$ cat config.mk
export PLATFORM = sky130hd
export DESIGN_NAME = led_frame_loader
export DESIGN_NICKNAME = d
export VERILOG_FILES = /design/src/rtl/led_frame_loader.sv
export SDC_FILE = /design/constraint.sdc
export NUM_CORES = 1
export LEC_CHECK = 0
export ABC_AREA = 0
export CORE_ASPECT_RATIO = 1.4
export CORE_MARGIN = 1
export CORE_UTILIZATION = 55
export DETAILED_ROUTE_END_ITERATION = 10
export PLACE_DENSITY = 0.83
export SYNTH_ARGS = -nofsm -noshare
export SYNTH_HDL_FRONTEND = slang
export SYNTH_SLANG_ARGS = --single-unit
$ cat constraint.sdc
create_clock -name oscillator -period 3.8 [get_ports oscillator]
set_clock_uncertainty 0.05 [all_clocks]
set_input_delay 0.38 -clock oscillator [delete_from_list [all_inputs] [get_ports oscillator]]
set_output_delay 0.38 -clock oscillator [all_outputs]
set_load 0.01 [all_outputs]
$ cat src/rtl/led_frame_loader.sv
// Shadow-buffers a frame of brightness words and copies it into the active PWM duty
// registers on a period boundary. Define LED_FRAME_COUNT_EN to add the frameCount output.
module led_frame_loader #(
  parameter int unsigned CHANNELS = 4,
  parameter int unsigned DATA_W   = 12
) (
  input  logic                       oscillator,
  input  logic                       globalResetN,
  input  logic [DATA_W-1:0]          dataIn,
  input  logic                       dataFirst,
  input  logic                       dataValid,
  output logic                       dataReady,
  input  logic                       periodStart,
  input  logic                       clearError,
  output logic [CHANNELS*DATA_W-1:0] LEDFrameData,
  output logic                       frameSwap,
  output logic                       framePending,
  output logic                       syncError
`ifdef LED_FRAME_COUNT_EN
  ,
  output logic [7:0]                 frameCount
`endif
);

  localparam int unsigned IdxW = (CHANNELS > 1) ? $clog2(CHANNELS) : 1;
  localparam logic [IdxW-1:0] LastIdx = IdxW'(CHANNELS - 1);

  typedef enum logic [0:0] {StFill, StPending} state_e;

  state_e            state_q, state_d;
  logic [IdxW-1:0]   index_q, index_d;
  logic [DATA_W-1:0] shadow_q [CHANNELS];
  logic [DATA_W-1:0] active_q [CHANNELS];
  logic              sync_error_q, sync_error_d;
  logic              frame_swap_q;
  logic              transfer, shadow_we, swap, err_set;
  logic [IdxW-1:0]   shadow_sel;

  assign dataReady    = (state_q == StFill);
  assign framePending = (state_q == StPending);
  assign transfer     = dataValid & dataReady;

  always_comb begin
    state_d    = state_q;
    index_d    = index_q;
    shadow_we  = 1'b0;
    shadow_sel = index_q;
    swap       = 1'b0;
    err_set    = 1'b0;
    unique case (state_q)
      StFill: begin
        if (transfer) begin
          if (dataFirst) begin
            // A new start-of-frame abandons any partial frame.
            shadow_we  = 1'b1;
            shadow_sel = '0;
            err_set    = (index_q != '0);
          end else if (index_q != '0) begin
            shadow_we = 1'b1;
          end else begin
            err_set = 1'b1;
          end
          if (shadow_we) begin
            if (shadow_sel == LastIdx) begin
              index_d = '0;
              state_d = StPending;
            end else begin
              index_d = shadow_sel + IdxW'(1);
            end
          end
        end
      end
      StPending: begin
        if (periodStart) begin
          swap    = 1'b1;
          state_d = StFill;
        end
      end
      default: state_d = StFill;
    endcase
    if (err_set) begin
      sync_error_d = 1'b1;
    end else if (clearError) begin
      sync_error_d = 1'b0;
    end else begin
      sync_error_d = sync_error_q;
    end
  end

  always_ff @(posedge oscillator or negedge globalResetN) begin
    if (!globalResetN) begin
      state_q      <= StFill;
      index_q      <= '0;
      sync_error_q <= 1'b0;
      frame_swap_q <= 1'b0;
      for (int k = 0; k < int'(CHANNELS); k++) begin
        shadow_q[k] <= '0;
        active_q[k] <= '0;
      end
    end else begin
      state_q      <= state_d;
      index_q      <= index_d;
      sync_error_q <= sync_error_d;
      frame_swap_q <= swap;
      if (shadow_we) begin
        shadow_q[shadow_sel] <= dataIn;
      end
      if (swap) begin
        active_q <= shadow_q;
      end
    end
  end

  for (genvar k = 0; k < int'(CHANNELS); k++) begin : g_out
    assign LEDFrameData[k*DATA_W +: DATA_W] = active_q[k];
  end

  assign frameSwap = frame_swap_q;
  assign syncError = sync_error_q;

`ifdef LED_FRAME_COUNT_EN
  logic [7:0] frame_count_q;

  always_ff @(posedge oscillator or negedge globalResetN) begin
    if (!globalResetN) begin
      frame_count_q <= '0;
    end else if (swap) begin
      frame_count_q <= frame_count_q + 8'd1;
    end
  end

  assign frameCount = frame_count_q;
`else
  // Without the counter, swaps are observable only through frameSwap.
`endif

endmodule

==> metrics.md, run 1 <==
| Metric | Value |
|---|---|
| DRT Wirelength | 6580 um |
| Post-synth top area share | 66.5% |
| Placed cell areas | around 4600 um2 |
| Area growth from synthesis to layout | 25.8% |
| CP Data Required Time | roughly 4 ns |
| Final Hold Viols | 0 |
| CP max stage delay | about 0.60 ns |
| Starting Density | 57.5% |
| EDFF count, synth | 0 |
| Fin nets | 322 |
| Vias in the first global route | 2,244 |
| TritonCTS clock tree | yes |
| Synth cell types | 19 |
| DR iter-0 viols | 86 |
| Mean post-synth cell area | between 15 and 20 um2 |
| Final total power | approximately 3.7 mW |
| DR vias | ~2,100 |
| DR WL/cell | 16.4 um |
| Clock latency on the worst-skew pair | 0.34 ns |
| Setup CP Type | in2reg |
| Clock net sink count | 101 |
| Residual DRC | 0 |
| Hold_ws | just over 0.1 ns |
| Synth Flop Type | dfrtp_1 |
| Worst Path Max Fanout | 13 |
| Die height | 100 um |
| Slowest CP cell | nand3b_1 |
| Clock buffer depth | 2 |
| Synth cell count leaders | 101 x dfrtp_1, 96 x mux2_2, 5 x buf_2, 5 x inv_1 |
| Setup_tns | 0 ns |
| Asr flop ratio synth | 100% |
| Core ar. | 6610 um2 |
| Hold Crit Class | in2async |
| Root Buffer Master | clkbuf_8 |
| Detail Route Antenna Nets | 0 |
| Minimum clock period | 2.58 ns |
| Global route total overflow | 0 |
| Max-slew violation count | 0 |
| Antenna cells | 0 |
| Post-CTS Setup Inserts | 0 |
| Crit path DAT | 2.75 ns |
| HPWL Detailed | around 4400 um |
| Vias/cell | around 5.3 |
| Mapped Nets | 248 |
| Top cell type by total area after synthesis | dfrtp_1 |
| Share of cells above drive strength 1 | 38.3% |
| Outcome | finished, final reports clean |
| Synth area leaders | dfrtp_1 66%, mux2_2 28%, buf_2 0.66% |
| Clock transition at the registers of the reported paths | 0.09 ns |
| Ordered cell list for the critical path | clkdlybuf4s50_1 -> inv_1 -> ha_1 -> nor4b_4 -> nand3b_1 -> mux2_2 |
| RSZ-0062 raised after global routing | no |
| Design area | 4780 um2 |
| Yosys reg bits | 101 |
| Die ar. | 7250 um2 |
| DRT Pass-1 Iters | 5 |
| Final Worst Setup Slack | 1.22 ns |
| Worst Tran Pin Value | 0.898 ns |
| Hold-fix buffers at CTS | 0 |
| Final worst-path cycle share | about two thirds |
| Post-CTS resize count | 0 |
| Port Buffer Count | 69 |
| # rows | 35 |
| Leak Pwr | 2.16 nW |
| Max-Cap Viols | 0 |
| Startpoint type of the worst setup path | primary input |
| Antenna violations before repair | 0 |
| IO Pins | 70 |
| Mapped Area | 3800 um2 |
| Pre-CTS WS | 0.846 ns |
| Pin count of the biggest net entering global routing | 76 |
| First-pass GRT wire length | 10,800 um |
| Total CTS buffers | 9 |
| Routability cong. | 0.753 |
| Sequential-to-total area share from yosys stat | 66.5% |
| Fmax | a little under 400 MHz |
| Syn Inst Count | 229 |
| CP Capture Type | flop |
| Filler cells | 445 |
| Final Setup Violations | 0 |
| H-Tree Depth | 3 |
| Worst IR Drop VDD | between 0.4 and 0.5 mV |
| Yosys warns | 0 |
| Die X | 72.3 um |
| Pwr dens | 769 nW/um2 |
| Total Routing Usage GR | between 10% and 20% |
| Worst slew margin | 40.2% |
| Count leader, synth | dfrtp_1 |
## final cells by class
type                       count  area [um2]  area share (%)
clock inverter                 5        60.1            1.26
tap                           92         115            2.41
sequential                   101        2530            52.8
timing repair buffer          73         718            15.0
inverter                       5        18.8           0.392
multi-input combinational    113        1200            25.1
clock buffer                  11         141            2.96
## metrics by stage
step | std cells | utilization [%]
3_3_place_gp | 384 | 69.3
6_report | 400 | 72.3
3_5_place_dp | 384 | 69.3
5_1_grt | 400 | 72.3
4_1_cts | 400 | 72.3
2_1_floorplan | 229 | -
## state kept, by name, summed over array words and instances, names as in the netlist
name	flops
index_q	2
shadow_q	48
LEDFrameData	48
frameSwap	1
framePending	1
syncError	1
## worst max-delay path, delay by kind of cell
kind          cells  cell delay [ns]
fa+ha+maj         1             0.26
buf+inv           2             0.66
simple gates      2             0.94
mux               1             0.50
## path summary, 6_finish.rpt
check                             start               end  slack, ns  depth (start not counted)
max                           dataFirst      shadow_q[30]       1.22                          6
min                        globalResetN         frameSwap       0.10                          1
max reg2reg                  index_q[1]      shadow_q[30]       1.46                          5
min reg2reg                shadow_q[27]  LEDFrameData[15]       0.45                          1
max in group asynchronous  globalResetN  LEDFrameData[12]       2.71                          2
min in group oscillator    shadow_q[27]  LEDFrameData[15]       0.45                          1
## layout by cell type (no fill, tap or decap), drive strengths merged
cell type | netlist | final
dfrtp | 101 | 101
mux2 | 96 | 96
clkdlybuf4s50 | 0 | 68
clkbuf | 3 | 11
inv | 5 | 5
buf | 7 | 5
nand3 | 3 | 3
o21ai | 3 | 3
clkinv | 0 | 3
nand2 | 2 | 2
nor2 | 1 | 1
nor4b | 1 | 1
and3 | 1 | 1
o21bai | 1 | 1
nor3b | 1 | 1
nand3b | 1 | 1
nand2b | 1 | 1
o22ai | 1 | 1
ha | 1 | 1
bufinv | 0 | 1
clkinvlp | 0 | 1
## power by group
part / internal, mW / switching (mW)
Sequential: 1.55 / 0.252
Combinational: 0.791 / 0.420
Clock: 0.324 / 0.340
## routing by layer
metal  track usage, %  wire (um)
met5                0          0
met4             8.30        113
met3             5.32        274
met2             34.9       3610
met1             23.0       2580
## kinds of logic (layout without fill, tap and decap cells)
logic type               Yosys count  count (layout)  share of synthesized area (%)
multiplexers                      96              96                           28.4
buffers and inverters             15              94                           1.94
AO/OA/AOI/OAI                      5               5                          0.757
flip-flops                       101             101                           66.5
adder cells (fa/ha/maj)            1               1                          0.329
AND/OR/NAND/NOR                   11              11                           2.04
No activity file was read; power rests on OpenSTA's default activity.
==> inputs of run 2 (changes only) <==
--- a/config.mk
+++ b/config.mk
@@ -8,9 +8,9 @@
 export ABC_AREA = 0
 export CORE_ASPECT_RATIO = 1.4
 export CORE_MARGIN = 1
-export CORE_UTILIZATION = 55
+export CORE_UTILIZATION = 51
 export DETAILED_ROUTE_END_ITERATION = 10
-export PLACE_DENSITY = 0.83
+export PLACE_DENSITY = 0.78
 export SYNTH_ARGS = -nofsm -noshare
 export SYNTH_HDL_FRONTEND = slang
 export SYNTH_SLANG_ARGS = --single-unit
==> constraint.sdc (replaced) <==
create_clock -name oscillator -period 2.41 [get_ports oscillator]
set_clock_uncertainty 0.05 [all_clocks]
set_input_delay 0.241 -clock oscillator [delete_from_list [all_inputs] [get_ports oscillator]]
set_output_delay 0.241 -clock oscillator [all_outputs]
set_load 0.01 [all_outputs]
==> run 2 against run 1 <==
Clock power is 52% higher. Flip-flop and latch count stayed put. Total power is 57% higher. Design area is 1.4% higher. Sequential power is 57% higher. Combinational power is 60% higher. Non-clock buffer count is 5 higher. Worst hold slack better by 0.31 ns. Wire length is 1.8% higher. First-iteration DRC count is 7.0% higher.
==> metrics.md, run 2 (synthesis gave the netlist of run 1 again) <==
| Metric | Value |
|---|---|
| Outcome | finished, final reports clean |
| Die height | 104 um |
| Core ar. | 7070 um2 |
| Share of cells above drive strength 1 | 38.7% |
| DR iter-0 viols | 92 |
| Leak Pwr | 2.20 nW |
| Fin nets | 327 |
| Minimum clock period | 2.01 ns |
| H-Tree Depth | 3 |
| Switching pwr | 1.59 mW |
| Setup_tns | 0 ns |
| Detail Route Antenna Nets | 0 |
| Max-slew violation count | 0 |
| Routability cong. | about 0.7 |
| Vias in the first global route | 2,242 |
| Worst Path Max Fanout | 13 |
| Combinational power share | 33.3% |
| Power share of the clock group | 17.5% |
| Pwr dens | ~1200 nW/um2 |
| Post-CTS Setup Inserts | 0 |
| Pin count of the biggest net entering global routing | 55 |
| Total Routing Usage GR | 19.4% |
| Commonest non-fill, non-tap cell in the layout | dfrtp_1 |
| DR WL/cell | 16.4 um |
| Vias/cell | slightly above 5 |
| Final Setup Violations | 0 |
| Fmax | 497 MHz |
| Antenna violations before repair | 0 |
| Slowest CP cell | dfrtp_1 |
| Total CTS buffers | 9 |
| Switching share of power | 27.5% |
| Startpoint type of the worst setup path | flop |
| CP Capture Type | flop |
| Final Hold Viols | 0 |
| Worst Tran Pin Value | between 0.7 and 0.8 ns |
| Antenna cells | 0 |
| DRT Pass-1 Iters | 4 |
| Clock buffer depth | 2 |
| Clock transition at the registers of the reported paths | 0.09 ns |
| CP max stage delay | roughly 0.43 ns |
| Clock net sink count | 101 |
| CP Data Required Time | 2.59 ns |
| Worst slew margin | between 40% and 50% |
| Final worst-path cycle share | 83.4% |
| Clock latency on the worst-skew pair | approximately 0.35 ns |
| Setup CP Type | reg2reg |
| Most frequent cells in the layout | 101 x dfrtp_1, 96 x mux2_2, 68 x clkdlybuf4s50_1 |
| DR vias | 2,118 |
| HPWL Detailed | between 4000 and 5000 um |
| TritonCTS clock tree | yes |
| Pre-CTS WS | 0.0908 ns |
| Die ar. | 7810 um2 |
| Hold Crit Class | in2async |
| # rows | 36 |
| Root Buffer Master | clkbuf_8 |
| Port Buffer Count | 69 |
| Final core occ | 68.6% |
| Area growth from synthesis to layout | 27.6% |
| Final Worst Setup Slack | 0.399 ns |
| Die X | 75.0 um |
| Global route total overflow | 0 |
| Final total power | 5.78 mW |
| Ordered cell list for the critical path | nor2_1 -> ha_1 -> nor4b_4 -> and3_1 -> buf_12 -> mux2_2 |
| RSZ-0062 raised after global routing | no |
| Crit path DAT | 2.19 ns |
| Internal power | roughly 4.2 mW |
| Max-Cap Viols | 0 |
| Residual DRC | 0 |
| DRT Wirelength | about 6700 um |
| Starting Density | between 50% and 60% |
| IO Pins | 70 |
| Worst IR Drop VDD | 0.570 mV |
| Sequential power share | 49.2% |
| First-pass GRT wire length | 11,200 um |
## run 2: cell types whose count changed in the layout (fill, tap and decap cells not counted)
cell	change
clkbuf_1	+2
dlygate4sd3_1	+1
clkbuf_8	-1
buf_12	+3
o21ai_1	-1
buf_4	+1
o21ai_2	+1
clkinv_2	+1
clkinvlp_4	-1
clkinv_4	-1
## run 2: power groups by stage
stage	registers [mW]	clock network (mW)	logic, mW
2_1_floorplan	2.94	0	0.875
3_3_place_gp	2.85	0	1.90
3_5_place_dp	2.89	0	1.95
4_1_cts	2.86	1.04	1.96
5_1_grt	2.94	1.12	2.08
6_report	2.85	1.01	1.93
## run 2: area by class of cell
cell class	count	area (um2)
timing repair buffer	78	796
inverter	5	18.8
clock inverter	4	48.8
fill	530	2220
sequential	101	2530
multi-input combinational	113	1210
clock buffer	12	135
tap	95	119
## run 2: layer usage
metal / global-route usage, % / part of all wire [%]
met1: 23.9 / 42
met2: 32.4 / 52
met4: 7.01 / 2.1
met5: 0 / 0
met3: 4.55 / 3.6
## run 2: repair_timing
| item | CTS | global route |
|---|---|---|
| hold endpoints to repair | 52 | 0 |
| hold buffers | 1 | 0 |
| resized for setup | 0 | 0 |
## run 2: per-stage QoR
stage / hold slack, ns / instances / instance area [um2]
after floorplan: -0.105 / 229 / 3800
after global placement: 0.267 / 391 / 4660
after detailed placement: 0.271 / 391 / 4660
after CTS: 0.406 / 408 / 4850
after global routing: 0.405 / 408 / 4850
final: 0.407 / 408 / 4850
## run 2: final timing paths
| check | start | end | slack, ns | depth (start not counted) |
|---|---|---|---|---|
| setup / recovery | index_q[1] | shadow_q[1] | 0.40 | 6 |
| hold / removal | globalResetN | frameSwap | 0.41 | 2 |
| setup reg to reg | index_q[1] | shadow_q[1] | 0.40 | 6 |
| hold reg to reg | shadow_q[1] | LEDFrameData[37] | 0.45 | 1 |
| max in group asynchronous | globalResetN | LEDFrameData[39] | 1.21 | 3 |
| min in group oscillator | clearError | syncError | 0.42 | 2 |
## run 2: critical path: cells and delay by family (launching register included)
kind | cells | cell delay [ns]
mux | 1 | 0.34
fa+ha+maj | 1 | 0.24
flops | 1 | 0.43
buf+inv | 1 | 0.16
simple gates | 3 | 0.68
